<file path="src/rtl/riscv_store_buffer.sv">
// Posted-write store buffer between the memory stage and a req/ack data bus.
// Stores drain in order; loads that hit buffered words get the merged bytes forwarded.
`ifndef XLEN
`define XLEN 32
`endif

module riscv_store_buffer #(
    parameter int DEPTH      = 4,
    parameter int DEPTH_LOG2 = 2
) (
    input  logic              i_clk,
    input  logic              i_rstn,
    input  logic              i_mem_write_m,
    input  logic [3:0]        i_mem_byte_sel_m,
    input  logic [`XLEN-1:0]  i_alu_result_m,
    input  logic [`XLEN-1:0]  i_write_data_m,
    input  logic              i_load_m,
    output logic              o_sb_stall,
    output logic [3:0]        o_load_hit_mask,
    output logic [`XLEN-1:0]  o_load_hit_data,
    output logic              o_empty,
    output logic              o_bus_req,
    output logic [`XLEN-1:0]  o_bus_addr,
    output logic [`XLEN-1:0]  o_bus_wdata,
    output logic [3:0]        o_bus_be,
    input  logic              i_bus_ack,
    output logic              o_dbg_state
);

    localparam int XL = `XLEN;
    localparam int AW = XL - 2;
    localparam logic [DEPTH_LOG2:0] FULL_CNT = (DEPTH_LOG2 + 1)'(DEPTH);

    // Bus handshake: o_bus_req and the bus fields are held until the cycle
    // i_bus_ack is seen high in REQ; that cycle completes the write.
    typedef enum logic {S_IDLE, S_REQ} state_t;
    state_t state;

    logic [AW-1:0]         ent_addr [DEPTH];
    logic [XL-1:0]         ent_data [DEPTH];
    logic [3:0]            ent_be   [DEPTH];
    logic [DEPTH-1:0]      ent_valid;
    logic [DEPTH_LOG2-1:0] wr_ptr;
    logic [DEPTH_LOG2-1:0] rd_ptr;
    logic [DEPTH_LOG2:0]   count;
    logic [DEPTH_LOG2:0]   count_next;
    logic                  full;
    logic                  enq;
    logic                  deq;
    logic                  unused_addr_lsbs;

    assign unused_addr_lsbs = ^i_alu_result_m[1:0];
    assign full = (count == FULL_CNT);
    // A full buffer refuses the store even when an ack frees a slot this cycle.
    assign enq  = i_mem_write_m & (i_mem_byte_sel_m != 4'b0) & ~full;
    assign deq  = (state == S_REQ) & i_bus_ack;
    assign o_dbg_state = (state == S_REQ);

    always_comb begin
        count_next = count;
        if (enq && !deq) begin
            count_next = count + 1'b1;
        end else if (!enq && deq) begin
            count_next = count - 1'b1;
        end
    end

    always_ff @(posedge i_clk or negedge i_rstn) begin
        if (!i_rstn) begin
            wr_ptr    <= '0;
            rd_ptr    <= '0;
            count     <= '0;
            ent_valid <= '0;
            for (int i = 0; i < DEPTH; i++) begin
                ent_addr[i] <= '0;
                ent_data[i] <= '0;
                ent_be[i]   <= '0;
            end
        end else begin
            if (enq) begin
                ent_addr[wr_ptr]  <= i_alu_result_m[XL-1:2];
                ent_data[wr_ptr]  <= i_write_data_m;
                ent_be[wr_ptr]    <= i_mem_byte_sel_m;
                ent_valid[wr_ptr] <= 1'b1;
                wr_ptr            <= wr_ptr + 1'b1;
            end
            if (deq) begin
                ent_valid[rd_ptr] <= 1'b0;
                rd_ptr            <= rd_ptr + 1'b1;
            end
            count <= count_next;
        end
    end

    always_ff @(posedge i_clk or negedge i_rstn) begin
        if (!i_rstn) begin
            state       <= S_IDLE;
            o_bus_req   <= 1'b0;
            o_bus_addr  <= '0;
            o_bus_wdata <= '0;
            o_bus_be    <= '0;
            o_empty     <= 1'b1;
        end else begin
            o_empty <= (count_next == '0);
            case (state)
                S_IDLE: begin
                    if (count != '0) begin
                        o_bus_addr  <= {ent_addr[rd_ptr], 2'b00};
                        o_bus_wdata <= ent_data[rd_ptr];
                        o_bus_be    <= ent_be[rd_ptr];
                        o_bus_req   <= 1'b1;
                        state       <= S_REQ;
                    end
                end
                S_REQ: begin
                    if (i_bus_ack) begin
                        o_bus_req <= 1'b0;
                        state     <= S_IDLE;
                    end
                end
                default: state <= S_IDLE;
            endcase
        end
    end

    // Walk entries oldest to youngest so a younger store overwrites per lane.
    always_comb begin
        logic [DEPTH_LOG2-1:0] idx;
        idx             = '0;
        o_load_hit_mask = '0;
        o_load_hit_data = '0;
        if (i_load_m) begin
            for (int i = 0; i < DEPTH; i++) begin
                idx = rd_ptr + DEPTH_LOG2'(i);
                if (ent_valid[idx] && (ent_addr[idx] == i_alu_result_m[XL-1:2])) begin
                    for (int b = 0; b < 4; b++) begin
                        if (ent_be[idx][b]) begin
                            o_load_hit_mask[b]      = 1'b1;
                            o_load_hit_data[8*b+:8] = ent_data[idx][8*b+:8];
                        end
                    end
                end
            end
        end
    end

    assign o_sb_stall = (i_mem_write_m & (i_mem_byte_sel_m != 4'b0) & full)
                      | (i_load_m & (o_load_hit_mask != 4'b0)
                         & (o_load_hit_mask != i_mem_byte_sel_m));

endmodule

</file>
<file path="config.mk">
export PLATFORM = sky130hd
export DESIGN_NAME = riscv_store_buffer
export DESIGN_NICKNAME = d
export VERILOG_FILES = /design/src/rtl/riscv_store_buffer.sv
export SDC_FILE = /design/constraint.sdc
export NUM_CORES = 1
export LEC_CHECK = 0
export BUFFER_PORTS_ARGS = -buffer_cell sky130_fd_sc_hd__buf_4
export CAP_MARGIN = 0
export CORE_ASPECT_RATIO = 0.5
export CORE_MARGIN = 2
export CORE_UTILIZATION = 45
export DETAILED_ROUTE_END_ITERATION = 12
export GPL_TIMING_DRIVEN = 0
export PLACE_DENSITY_LB_ADDON = 0.1
export RECOVER_POWER = 25
export SETUP_SLACK_MARGIN = 0.05
export SYNTH_ARGS = -nofsm -noshare
export SYNTH_HDL_FRONTEND = slang
export SYNTH_SLANG_ARGS = --single-unit
</file>
<file path="constraint.sdc">
create_clock -name i_clk -period 8.4 [get_ports i_clk]
set_input_delay 1.68 -clock i_clk [delete_from_list [all_inputs] [get_ports i_clk]]
set_output_delay 1.68 -clock i_clk [all_outputs]
set_load 0.02 [all_outputs]
</file>
==> flow_metrics.tcl <==
set metrics [dict create \
    finClkSkew_ps 15.9 \
    max_freq_mhz 121 \
    top_layer_used "met5" \
    ir_worst_vdd_uv 182 \
    crit_top_cell "buf_6" \
    routed-wl-met3_um 6140 \
    yosys-top-cells-count "dfrtp_1 (343), mux2_2 (300), nand2_1 (183)" \
    critPathSlowestCell "dfrtp_1" \
    yosys_most_used_dff "dfrtp_1" \
    synth_most_common_cell "dfrtp_1" \
    p_per_area_nw_per_um2 497 \
    critical_path.top_delay_family "buffers and inverters" \
    drv_cap 3 \
    hold_path_class "reg -> reg" \
    drive_gt1_frac 0.343 \
    antennaDiodeCount 0 \
    ys_warn_count 0 \
    htree_levels 2 \
    io_pins 181 \
    crit_buf_inv 14 \
    first_iter_violations 1598 \
    root_buffer "clkbuf_16" \
    grt-ovfl-total 0 \
    grt_setup_unrepaired "false" \
    worstPathMaxFanout 11 \
    p_int_mw 7.07 \
    place.gp.congestion 0.973 \
    start_util 0.453 \
    slowest_delay_ps 420 \
    num-nets-final 2281 \
    ant_nets 0 \
    fin_crit_ps 8260 \
    crit_required_ps 6720 \
    cts_tree "done" \
    power_leakage_nw 10.8 \
    dp.cells 2813 \
    yosys.area.top_type_share 0.380 \
    dpl.hpwl_um 60400 \
    layout_setup_ws_ps 141 \
    clock-sinks 344 \
    slew_viol_final 267 \
    yosys.area.top_type "dfrtp_1" \
    cp-end-kind "output pin" \
    status "finished with violations" \
    drc 0 \
    stdcell_count 2882 \
    yosys-top-cells-area "dfrtp_1 (38%), mux2_2 (15%), mux4_2 (13%)" \
    hold_violations 0 \
    grt_first_pass_wirelength_um 122000 \
    ys_async_sr_fraction 1.00 \
    synth_cell_types 76 \
    dieWidth_um 321 \
    path_cells "buf_6 > buf_12 > buf_8 > buf_6 > inv_2 > buf_2 > ha_1 > clkbuf_4 > buf_6 > buf_6 > buf_6 > buf_6 > mux2i_1 > xor2_1 > o221ai_1 > a211oi_2 > nand4_1 > buf_4 > nor2_4 > buf_4 > a21oi_1 > a211o_1 > a21oi_1 > buf_4" \
    core_um2 49900 \
    num_vias 18200 \
    clock_path_buffers 3 \
    numCtsBuffers 35 \
    rows 58 \
    combPwrFrac 0.607 \
    die-area_um2 52200 \
    wl_um 83700 \
    setup_viol 0 \
    portBuffers 156 \
    arrival_ps 6580 \
    p_seq_frac 0.259 \
    area_growth_pct 15.1 \
    grt_util_all_layers 0.318 \
    clkPwrFrac 0.133 \
    holdBufCountCts 0 \
    viasPerCell 6.32 \
    syn_avg_cell_area_um2 11.3 \
    finalCoreUtilization 0.521 \
    finalCritPeriodShare 0.983 \
    dr_wl_met2_um 38100 \
    startpoint_type "register" \
    clk_latency_ps 560 \
    worst-r2r-setup-slack_ps 3130 \
    wl_per_cell_um 29.0 \
    ys_ff_latch 344 \
    place_worst_setup_slack_ps -1920 \
    p_sw_mw 5.87 \
    slew_headroom -1.40 \
    wl_met1_um 36800 \
    die_height_um 162 \
    p_sw_frac 0.454 \
    syn_area_um2 22600 \
    drtPass1Iterations 5 \
    antenna_found_initial 2 \
    grt_start_max_net_pins 105 \
    fillCellCount 4547 \
    first_global_vias 17700 \
    critPathKind "reg -> out" \
    worstMarginPinSlew_ps 3590 \
    clk_pin_slew_ps 70 \
    violations "capacitance limit, slew limit" \
    synth_edf_count 0 \
    ys_seq_area_frac 0.381 \
    p_total_mw 12.9 \
    netlist_instances 1993 \
]
## per-layer routing
metal,global-route usage,vias to the layer above
met5,0,-
met4,0.0971,2
met3,0.0620,156
met2,0.500,773
met1,0.448,9462
li1,-,7812
## power groups by stage
stage / Combinational, mW / Sequential (mW) / Clock [mW]
after CTS: 7.76 / 3.33 / 1.75
final: 7.86 / 3.36 / 1.72
after global placement: 7.65 / 3.31 / 0
after detailed placement: 7.71 / 3.35 / 0
after global routing: 8.26 / 3.46 / 1.82
after floorplan: 5.26 / 3.24 / 0
## worst min-delay path: stages, from the launching register on
cell and delay [ps]:
dfrtp_1 340, nand2_1 50, o21ai_0 60
## logic make-up (layout without fill, tap and decap cells)
kind of cell	after synthesis	after routing	synth area share
buffers and inverters	197	425	0.0422
multiplexers	579	579	0.347
adder cells (fa/ha/maj)	13	13	0.00697
flip-flops	344	344	0.381
XOR/XNOR	111	111	0.0430
other	1	2	0.000166
AND/OR/NAND/NOR	397	397	0.0817
AO/OA/AOI/OAI	351	351	0.0981
## timing repair
action / 4_1_cts / 5_1_grt
setup endpoints to repair: 37 / 33
pin swaps: 3 / 5
buffers inserted: 2 / 8
resized for setup: 26 / 6
## path summary, 6_finish.rpt
| path | endpoint | startpoint | cells past startpoint |
|---|---|---|---|
| setup / recovery | o_load_hit_data[1] | rd_ptr[0] | 24 |
| hold / removal | o_bus_wdata[15] | o_bus_wdata[15] | 2 |
| setup reg to reg | rd_ptr[1] | rd_ptr[0] | 17 |
| hold reg to reg | o_bus_wdata[15] | o_bus_wdata[15] | 2 |
| max in group asynchronous | rd_ptr[1] | i_rstn | 2 |
| min in group asynchronous | ent_addr[90] | i_rstn | 1 |
## layout make-up
cell class	count	area (µm²)	area share
multi-input combinational	1453	13100	0.505
buffer	171	882	0.0339
inverter	23	91.3	0.00351
tap	660	826	0.0317
sequential	344	8610	0.331
clock inverter	18	259	0.00995
clock buffer	44	950	0.0365
timing repair buffer	169	1280	0.0490
## cell usage in the layout, fill, tap and decap left out, types with 11 or more instances in the layout
cell and count:
dfrtp_1 342, mux2_2 300, nand2_1 183, buf_4 178, mux2i_1 141, o21ai_0 135, mux4_2 127, clkbuf_1 93
nor2_1 87, xnor2_1 84, a21oi_1 70, clkbuf_16 35, nor3_1 29, xor2_1 26, buf_2 25, a211o_1 25
o22ai_1 23, buf_1 22, inv_1 19, or2_2 18, a21o_1 16, buf_6 13, nand4_1 13, o211ai_1 11
a211oi_1 11, ha_1 11
## state kept, by name, indices dropped and copies added, names as in the netlist
signal       cells
wr_ptr           2
o_bus_wdata     32
o_bus_be         4
o_bus_addr      30
o_empty          1
count            3
o_bus_req        1
ent_valid        4
o_dbg_state      1
ent_be          16
ent_data       128
rd_ptr           2
ent_addr       120
## per-stage QoR
| step | setup TNS [ps] | cell area [µm²] | hold WS (ps) |
|---|---|---|---|
| 6_report | 0 | 26000 | 483 |
| 5_1_grt | 0 | 26000 | 501 |
| 4_1_cts | 0 | 26000 | 488 |
| 3_5_place_dp | -59190 | 24700 | 472 |
| 3_3_place_gp | -60060 | 24600 | 468 |
| 2_1_floorplan | 0 | 22600 | 479 |
(Power assumes the default switching activity.)
